**config.mk**
```make
export PLATFORM = sky130hd
export DESIGN_NAME = ram_dma_flat
export DESIGN_NICKNAME = d
export VERILOG_FILES = /design/src/rtl/ram_dma_pkg.sv /design/src/rtl/ram_dma_if.sv /design/src/rtl/ram_dma_addr_gen.sv /design/src/rtl/ram_dma.sv /design/src/flat_wrapper.sv
export SDC_FILE = /design/constraint.sdc
export NUM_CORES = 1
export LEC_CHECK = 0
export CAP_MARGIN = 0
export CELL_PAD_IN_SITES_DETAIL_PLACEMENT = 1
export CELL_PAD_IN_SITES_GLOBAL_PLACEMENT = 2
export CORE_UTILIZATION = 27
export DETAILED_ROUTE_END_ITERATION = 10
export HOLD_SLACK_MARGIN = 0.15
export PLACE_DENSITY_LB_ADDON = 0.2
export SYNTH_ARGS = -nofsm -noshare
export SYNTH_HDL_FRONTEND = slang
export SYNTH_SLANG_ARGS = --single-unit
```
**constraint.sdc**
```tcl
create_clock -name clk -period 1.8 [get_ports clk]
set_input_delay 0.36 -clock clk [delete_from_list [all_inputs] [get_ports clk]]
set_output_delay 0.36 -clock clk [all_outputs]
set_load 0.005 [all_outputs]
```
**src/rtl/ram_dma_pkg.sv**
```systemverilog
// ram_dma_pkg: shared types for the RAM block-transfer engine.
// FSM state encoding and transfer-mode constants.
package ram_dma_pkg;

  typedef enum logic [1:0] {
    IDLE,
    RUN,
    DRAIN,
    DONE
  } state_t;

  localparam logic MODE_COPY = 1'b0;
  localparam logic MODE_FILL = 1'b1;

endpackage

```
**src/rtl/ram_dma_if.sv**
```systemverilog
// ram_dma_if: read/write port pair between the engine and d_ram.
// master = transfer engine, slave = RAM.
interface ram_dma_if #(
  parameter int addr_width = 8,
  parameter int data_width = 8
);

  logic [addr_width-1:0] r_addr;
  logic                  r_en;
  logic [data_width-1:0] rd_data;
  logic [addr_width-1:0] w_addr;
  logic                  w_en;
  logic [data_width-1:0] wr_data;

  modport master (
    output r_addr,
    output r_en,
    output w_addr,
    output w_en,
    output wr_data,
    input  rd_data
  );

  modport slave (
    input  r_addr,
    input  r_en,
    input  w_addr,
    input  w_en,
    input  wr_data,
    output rd_data
  );

endinterface

```
**src/rtl/ram_dma_addr_gen.sv**
```systemverilog
// dma_addr_gen: loadable address counter with remaining-word count.
// last flags the final word of the loaded run.
module dma_addr_gen #(
  parameter int addr_width = 8
) (
  input  logic                  clk,
  input  logic                  rst_n,
  input  logic                  load,
  input  logic                  step,
  input  logic [addr_width-1:0] ld_addr,
  input  logic [addr_width:0]   ld_cnt,
  output logic [addr_width-1:0] addr,
  output logic                  last
);

  logic [addr_width:0] cnt;

  // Load a new run, or advance one word (address wraps naturally).
  always_ff @(posedge clk or negedge rst_n) begin
    if (!rst_n) begin
      addr <= '0;
      cnt  <= '0;
    end else if (load) begin
      addr <= ld_addr;
      cnt  <= ld_cnt;
    end else if (step) begin
      addr <= addr + addr_width'(1);
      cnt  <= cnt - (addr_width + 1)'(1);
    end
  end

  assign last = (cnt == (addr_width + 1)'(1));

endmodule

```
**src/rtl/ram_dma.sv**
```systemverilog
// ram_dma: single-channel RAM-to-RAM copy engine, one word per clock.
// Optional constant fill mode is built when DMA_FILL_EN is defined.
module ram_dma
  import ram_dma_pkg::*;
#(
  parameter int addr_width = 8,
  parameter int data_width = 8
) (
  input  logic                  clk,
  input  logic                  rst_n,
  input  logic                  start,
  input  logic                  abort,
  input  logic                  mode,
  input  logic [addr_width-1:0] src,
  input  logic [addr_width-1:0] dst,
  input  logic [addr_width:0]   len,
  input  logic [data_width-1:0] fill_val,
  output logic                  busy,
  output logic                  done,
  ram_dma_if.master             ram
);

  state_t state;

  logic                  issue;
  logic                  r_en_q;
  logic                  w_en_q;
  logic [addr_width-1:0] w_addr_q;
  logic [addr_width-1:0] delta;
  logic [addr_width-1:0] rd_addr;
  logic                  last;
  logic                  load;
  logic                  step;
  logic                  fill_in;

  assign load = (state == IDLE) && start && (len != '0);
  assign step = (state == RUN) && !last && !abort;

  dma_addr_gen #(
    .addr_width(addr_width)
  ) u_rd_gen (
    .clk    (clk),
    .rst_n  (rst_n),
    .load   (load),
    .step   (step),
    .ld_addr(src),
    .ld_cnt (len),
    .addr   (rd_addr),
    .last   (last)
  );

`ifdef DMA_FILL_EN
  logic                  fill_q;
  logic [data_width-1:0] fill_v;

  assign fill_in = (mode == MODE_FILL);

  // Hold mode and fill constant for the whole transfer.
  always_ff @(posedge clk or negedge rst_n) begin
    if (!rst_n) begin
      fill_q <= 1'b0;
      fill_v <= '0;
    end else if (load) begin
      fill_q <= fill_in;
      fill_v <= fill_val;
    end
  end

  assign ram.wr_data = fill_q ? fill_v : ram.rd_data;
`else
  logic unused_cfg;

  assign unused_cfg  = ^{mode, fill_val};
  assign fill_in     = 1'b0;
  assign ram.wr_data = ram.rd_data;
`endif

  // Control FSM; write stage trails the read stage by one register.
  always_ff @(posedge clk or negedge rst_n) begin
    if (!rst_n) begin
      state    <= IDLE;
      busy     <= 1'b0;
      done     <= 1'b0;
      issue    <= 1'b0;
      r_en_q   <= 1'b0;
      w_en_q   <= 1'b0;
      w_addr_q <= '0;
      delta    <= '0;
    end else begin
      done   <= 1'b0;
      w_en_q <= issue;
      if (issue) begin
        w_addr_q <= rd_addr + delta;
      end
      unique case (state)
        IDLE: begin
          if (start) begin
            busy <= 1'b1;
            if (len == '0) begin
              state <= DONE;
              done  <= 1'b1;
            end else begin
              state  <= RUN;
              issue  <= 1'b1;
              r_en_q <= ~fill_in;
              delta  <= dst - src;
            end
          end
        end
        RUN: begin
          if (last || abort) begin
            issue  <= 1'b0;
            r_en_q <= 1'b0;
            state  <= DRAIN;
          end
        end
        DRAIN: begin
          state <= DONE;
          done  <= 1'b1;
        end
        DONE: begin
          state <= IDLE;
          busy  <= 1'b0;
        end
        default: state <= IDLE;
      endcase
    end
  end

  assign ram.r_addr = rd_addr;
  assign ram.r_en   = r_en_q;
  assign ram.w_addr = w_addr_q;
  assign ram.w_en   = w_en_q;

endmodule

```
**src/flat_wrapper.sv**
```systemverilog
// flat-port wrapper written by rule: the top's interface ports become plain ports
module ram_dma_flat import ram_dma_pkg::*;
#(
  parameter int addr_width = 8,
  parameter int data_width = 8
)
  (clk, rst_n, start, abort, mode, src, dst, len, fill_val, busy, done, ram_r_addr, ram_r_en, ram_w_addr, ram_w_en, ram_wr_data, ram_rd_data);
  ram_dma_if #(.addr_width(addr_width), .data_width(data_width)) ram_i ();
  input  logic clk;
  input  logic rst_n;
  input  logic start;
  input  logic abort;
  input  logic mode;
  input  logic [addr_width-1:0] src;
  input  logic [addr_width-1:0] dst;
  input  logic [addr_width:0] len;
  input  logic [data_width-1:0] fill_val;
  output logic busy;
  output logic done;
  output wire logic [$bits(ram_i.r_addr)-1:0] ram_r_addr;
  output wire logic [$bits(ram_i.r_en)-1:0] ram_r_en;
  output wire logic [$bits(ram_i.w_addr)-1:0] ram_w_addr;
  output wire logic [$bits(ram_i.w_en)-1:0] ram_w_en;
  output wire logic [$bits(ram_i.wr_data)-1:0] ram_wr_data;
  input wire logic [$bits(ram_i.rd_data)-1:0] ram_rd_data;
  assign ram_r_addr = ram_i.r_addr;
  assign ram_r_en = ram_i.r_en;
  assign ram_w_addr = ram_i.w_addr;
  assign ram_w_en = ram_i.w_en;
  assign ram_wr_data = ram_i.wr_data;
  assign ram_i.rd_data = ram_rd_data;
  ram_dma #(.addr_width(addr_width), .data_width(data_width)) u_core (.clk(clk), .rst_n(rst_n), .start(start), .abort(abort), .mode(mode), .src(src), .dst(dst), .len(len), .fill_val(fill_val), .busy(busy), .done(done), .ram(ram_i));
endmodule
```
==> results of run 1 <==
power by group:
part	switching, µW	internal [µW]
Combinational	1860	2250
Clock	361	278
Sequential	419	1330
Total	2640	3860
final timing paths:
check | endpoint | startpoint | depth (start not counted)
worst max-delay path | u_core.u_rd_gen.cnt[5] | u_core.u_rd_gen.cnt[1] | 6
worst min-delay path | u_core.u_rd_gen.cnt[1] | len[1] | 3
worst max register to register | u_core.u_rd_gen.cnt[5] | u_core.u_rd_gen.cnt[1] | 6
worst min register to register | u_core.ram.w_addr[1] | u_core.ram.w_addr[1] | 2
max in group asynchronous | u_core.ram.w_en | rst_n | 3
min in group asynchronous | u_core.u_rd_gen.cnt[7] | rst_n | 2
registers in the layout, indices dropped and copies added, names as in the netlist:
signal / cells
u_core.busy: 1
u_core.ram.w_addr: 8
u_core.state: 2
u_core.u_rd_gen.addr: 8
u_core.issue: 1
u_core.delta: 8
u_core.ram.w_en: 1
u_core.done: 1
u_core.u_rd_gen.cnt: 9
cell families (layout without fill, tap and decap cells):
group	after synthesis	in the layout	synth area share (%)
compound gates	75	75	17.31
simple gates	71	71	15.39
flops	39	39	35.62
buf+inv	37	158	7.717
fa+ha+maj	24	24	11.51
xor+xnor	18	18	5.753
mux	16	16	6.712
worst min-delay path, delay by kind of cell:
kind,cells,cell delay [ns]
mux,1,0.13
buf+inv,2,0.21
timing repair:
action                     CTS  global route
resized for setup           41            36
hold buffers                 1             0
setup buffers                7             7
hold endpoints to repair    18             0
setup endpoints to repair   30            27
pin swaps                   15            18
area by class of cell:
type	instances	area, µm²	area share, %
multi-input combinational	204	1815	42.69
inverter	22	82.58	1.942
clock buffer	5	68.82	1.618
tap	133	166.4	3.913
sequential	39	975.9	22.95
clock inverter	3	23.77	0.5590
timing repair buffer	128	1120	26.33
metal layers:
layer	global-route usage (%)	part of all wire [%]	vias up
met5	0	0	-
met4	5.309	1.8	0
met3	2.508	3.4	8
met2	30.46	50	48
met1	22.25	45	1245
li1	-	-	1253
per-stage QoR:
step | instance area, µm² | hold WS, ns | utilization (%) | total power [µW] | TNS [ns]
after floorplan | 2746 | 0.06441 | - | 3714 | -0.2718
after global placement | 3760 | 0.3703 | 38.29 | 5297 | -12.08
after detailed placement | 3760 | 0.3683 | 38.29 | 5417 | -13.57
after CTS | 4023 | 0.4814 | 40.97 | 6238 | -0.04863
after global routing | 4253 | 0.4374 | 43.31 | 7092 | -0.3910
final | 4253 | 0.4357 | 43.31 | 6499 | -0.03125
layout by cell type, fill, tap and decap left out, types with 3 or more instances in the layout:
master and count:
clkdlybuf4s50_1 33, o31ai_1 4, a21oi_1 17, nor2_1 8, clkbuf_8 5, a31oi_1 3
dfrtp_1 39, dlygate4sd2_1 8, a21oi_2 3, o21ai_0 16, xor2_1 5, o211ai_1 3
mux2_2 6, nand3_1 8, buf_6 7, inv_1 15, mux2_4 4, dlymetal6s2s_1 5
inv_2 6, o21a_1 3, mux2i_1 6, nor3_1 12, ha_2 3, buf_4 71
ha_4 8, xnor2_1 10, a21o_1 4, xnor2_2 3, ha_1 11, nand2_1 14
or4_1 3
Yosys cell counts (4+ instances only):
master,n
dfrtp_1,39
ha_1,22
inv_1,21
a21oi_1,20
o21ai_0,19
nand2_1,15
xnor2_1,13
nor3_1,12
nor2_1,9
buf_4,8
nand3_1,8
mux2_2,7
mux2i_1,6
o31ai_1,6
a211oi_1,5
xor2_1,5
a21o_1,4
or4_1,4
==> metrics.md, run 1 <==
| Metric | Value |
|---|---|
| Status | complete, but fails checks |
| Failing checks | setup timing |
| Final setup violating endpoints | 1 |
| Pwr/cell area | about 1500 nW/µm² |
| WL final | 8748 µm |
| IO buf count | 48 |
| Dpl cells | 511 |
| Tmin final | approximately 1.8 ns |
| Distinct cell type count after synthesis | 52 |
| Num CTS Buffers | 5 |
| Final WS setup | -0.03125 ns |
| Io pins | 74 |
| Clk_skew | roughly 0.011 ns |
| Critical path capture point type | register |
| Worst EP arrival | 2.02 ns |
| Top FF cell, synth | dfrtp_1 |
| Vias in the first global route | approximately 2.7k |
| Initial antenna violation count | 0 |
| DR iter-0 viols | 55 |
| Tot GR Track Use | roughly 17% |
| Largest net degree at the start of global routing | 22 |
| 1st-pass router iterations | 4 |
| Synth Register Bits | 39 |
| Max-slew violations | 0 |
| RSZ-0062 raised after global routing | yes |
| Routed via count | 2554 |
| Area of the core | just under 10000 µm² |
| Synth top area cells | dfrtp_1 36%, ha_1 10%, xnor2_1 4.2%, a21oi_1 3.7%, o21ai_0 3.5% |
| Crit Path Class | reg -> reg |
| Async SR Flop Fraction | 100.0% |
| Post-Syn Area | 2740 µm² |
| CP max stage cell | or4b_4 |
| CP Buf/Inv Count | 1 |
| Crit-path cells | inv_2 > ha_4 > or4b_4 > o2111ai_4 > xnor2_2 > mux2_4 |
| Htree depth | 2 |
| # DRC | 0 |
| Routed WL per cell | 16.38 µm |
| Non-Filler Instances | between 500 and 600 |
| Fin nets | 470 |
| Share of cells above drive strength 1 | 36.91% |
| CTS tree | built |
| WP data required | just under 2 ns |
| Die H | 102.7 µm |
| Syn Nets | 350 |
| Initial Utilization | 27.91% |
| Worst-skew pair later-pin latency | 0.30 ns |
| GRT Residual Overflow | 0 |
| Clk buf depth | 2 |
| Area delta synth->final | 55.21% |
| Post-Place Worst Slack | -0.5898 ns |
| Root Driver | clkbuf_8 |
| Final GP Congestion | 0.8042 |
| Startpoint types | register |
| Relative slew slack | about two thirds |
| Clock sinks | 39 |
| Fmax achieved | around 550 MHz |
| Antenna viol nets, final | 0 |
| Fill cell count | 1162 |
| Clk pin slew, worst setup/hold paths | 0.09 ns |
| VDD IR max | between 400 and 500 µV |
| Die area | 10560 µm² |
| Cell family with the largest share of critical-path delay | simple AND/OR/NAND/NOR gates |
| Static leakage power | roughly 0.0019 µW |
| Top cell type's share of synthesized area | 35.62% |
| Seq/Total Area, Yosys | 35.62% |
| Antenna diodes | 0 |
| Hold crit path type | in -> reg |
| Reg2reg setup slack | -0.03 ns |
| Post-synthesis cell count | 280 |
| Post-synth top area cell | dfrtp_1 |
| Detail Placement HPWL | 6878 µm |
| Die width | 102.7 µm |
| Yosys warnings | 0 |
| Actual slew at the worst max-slew pin | 0.5082 ns |
| Vias/cell | 4.783 |
| Critical Path Max Stage Delay | 0.52 ns |
| Final worst path period share | 101.7% |
| Crit-path max FO | 5 |
| Maxcap violations | 0 |
| Post-synth EDFFs | 0 |
| Global-route wire length before repair | 13670 µm |
| Hold Violations, Final | 0 |
| Post-Syn Area per Cell | 9.786 µm² |
| # rows | 36 |
(Power assumes the default switching activity.)
==> run 2: changes to the inputs <==
==> constraint.sdc (replaced) <==
create_clock -name clk -period 1.8 [get_ports clk]
set_input_delay 0.45 -clock clk [delete_from_list [all_inputs] [get_ports clk]]
set_output_delay 0.45 -clock clk [all_outputs]
set_load 0.005 [all_outputs]
==> metrics.md, run 2 (synthesis results as in run 1) <==
| Metric | Value |
|---|---|
| Length of routed met3 wiring | 266 µm |
| Tmin final | 1.910 ns |
| Fin nets | 465 |
| Actual slew at the worst max-slew pin | 0.5299 ns |
| Cell family with the largest share of critical-path delay | simple AND/OR/NAND/NOR gates |
| Hold Slack | 0.2059 ns |
| Crit-path cells | inv_2 > ha_4 > or4b_4 > buf_6 > o211ai_1 > xor2_1 > a21oi_2 |
| Die area | 10560 µm² |
| Design Area, Final | 4394 µm² |
| Final WS setup | -0.1100 ns |
| Global-route wire length before repair | 13720 µm |
| Detail Placement HPWL | 6415 µm |
| IO buf count | 48 |
| # hold bufs at CTS | 0 |
| Final worst path period share | 106.1% |
| Tot GR Track Use | 17.27% |
| # DRC | 0 |
| Worst EP arrival | 2.08 ns |
| Io pins | between 70 and 80 |
| WL final | 8417 µm |
| RSZ-0062 raised after global routing | yes |
| DR top layer | met4 |
| Worst-skew pair later-pin latency | 0.30 ns |
| Hold Violations, Final | 0 |
| Maxcap violations | 0 |
| Antenna diodes | 0 |
| Initial antenna violation count | 0 |
| DR iter-0 viols | 70 |
| Htree depth | 2 |
| Startpoint types | register |
| 1st-pass router iterations | 4 |
| Clk_skew | 0.009224 ns |
| Static leakage power | 0.001874 µW |
| Antenna viol nets, final | 0 |
| GRT Residual Overflow | 0 |
| # rows | 36 |
| Metal-1 WL | 3977 µm |
| Max reg flops | 9 |
| Num CTS Buffers | 5 |
| Final setup violating endpoints | 9 |
| Most flop-heavy register | u_core.u_rd_gen.cnt |
| Status | complete, but fails checks |
| CP max stage cell | or4b_4 |
| Root Driver | clkbuf_8 |
| Wire length on met2 | between 4000 and 5000 µm |
| Share of cells above drive strength 1 | 42.42% |
| CP Buf/Inv Count | 2 |
| Vias in the first global route | 2674 |
| Largest net degree at the start of global routing | 40 |
| Vias/cell | around 4.7 |
| Routed WL per cell | 15.91 µm |
| Initial Utilization | 27.91% |
| Fill cell count | 1144 |
| Relative slew slack | 64.67% |
| Commonest cells after routing, fill and taps aside | 68 x buf_4, 37 x dfrtp_1, 30 x clkdlybuf4s50_1 |
| Die H | 102.7 µm |
| WP data required | 1.97 ns |
| Max-slew violations | 0 |
| Die width | 102.7 µm |
| Area of the core | 9819 µm² |
| Routed via count | about 2.5k |
| Pwr/cell area | 1595 nW/µm² |
| Placed cell area | 3810 µm² |
| Failing checks | setup timing |
| Dpl cells | 513 |
| Critical path capture point type | register |
| Fmax achieved | 523.6 MHz |
| Crit-path max FO | 4 |
| Non-Filler Instances | ~530 |
| Hold crit path type | in -> async |
| VDD IR max | 567.9 µV |
| Crit Path Class | reg -> reg |
| Area delta synth->final | 60.37% |
| Clock sinks | 39 |
| Clk pin slew, worst setup/hold paths | 0.09 ns |
| Clk buf depth | 2 |
| Critical Path Max Stage Delay | between 0.4 and 0.5 ns |
| Final GP Congestion | 0.7341 |
| CTS tree | built |
| Commonest non-fill, non-tap cell in the layout | buf_4 |
-- run 2: final timing paths --
| kind | cells after the start | slack (ns) | endpoint | from |
|---|---|---|---|---|
| max reg2reg | 7 | -0.11 | u_core.u_rd_gen.addr[2] | u_core.u_rd_gen.cnt[1] |
| max in group asynchronous | 2 | 1.19 | u_core.u_rd_gen.addr[1] | rst_n |
| max | 7 | -0.11 | u_core.u_rd_gen.addr[2] | u_core.u_rd_gen.cnt[1] |
| min | 2 | 0.21 | u_core.ram.w_addr[0] | rst_n |
| min reg2reg | 1 | 0.49 | u_core.ram.w_addr[4] | u_core.ram.w_addr[4] |
| min in group clk | 1 | 0.49 | u_core.ram.w_addr[4] | u_core.ram.w_addr[4] |
-- run 2: final cells by class --
cell class	instances	area (µm²)	share of cell area [%]
Clock buffer	6	72.57	1.651
Clock inverter	2	60.06	1.367
Sequential cell	39	978.4	22.27
Inverter	22	86.33	1.965
Tap cell	133	166.4	3.787
Multi-Input combinational cell	204	1956	44.50
Timing Repair Buffer	123	1075	24.46
-- run 2: metal layers --
metal | track usage [%] | vias up
met1 | 23.02 | 1196
li1 | - | 1241
met3 | 2.237 | 14
met4 | 5.200 | 0
met5 | 0 | -
met2 | 29.18 | 36
-- run 2: what timing repair did --
action / 4_1_cts / 5_1_grt
endpoints found under the setup margin: 30 / 32
cloned: 0 / 1
gates resized for setup: 60 / 45
pin swaps: 21 / 20
setup buffers: 5 / 3
endpoints found under the hold margin: 0 / 0
-- run 2: power by group --
part           total (µW)  internal, µW  switching (µW)
Clock                 881           554             327
Combinational        4440          2370            2070
Sequential           1690          1340             354
Total                7010          4260            2750
-- run 2: worst reg2reg max path, cell delays in order (launching register included) --
cell	delay (ns)
dfrtp_1	0.40
inv_2	0.09
ha_4	0.14
or4b_4	0.48
buf_6	0.15
o211ai_1	0.21
xor2_1	0.23
a21oi_2	0.08
-- run 2: stage by stage --
| stage | worst slack [ns] | power, µW | TNS, ns | util, % |
|---|---|---|---|---|
| 3_5_place_dp | -0.5965 | 5523 | -14.43 | 38.80 |
| 6_report | -0.1100 | 7009 | -0.3633 | 44.75 |
| 3_3_place_gp | -0.5717 | 5409 | -13.80 | 38.80 |
| 4_1_cts | -0.09376 | 6654 | -0.2508 | 42.24 |
| 5_1_grt | -0.1956 | 7632 | -1.450 | 44.75 |
| 2_1_floorplan | -0.1792 | 3790 | -1.404 | - |
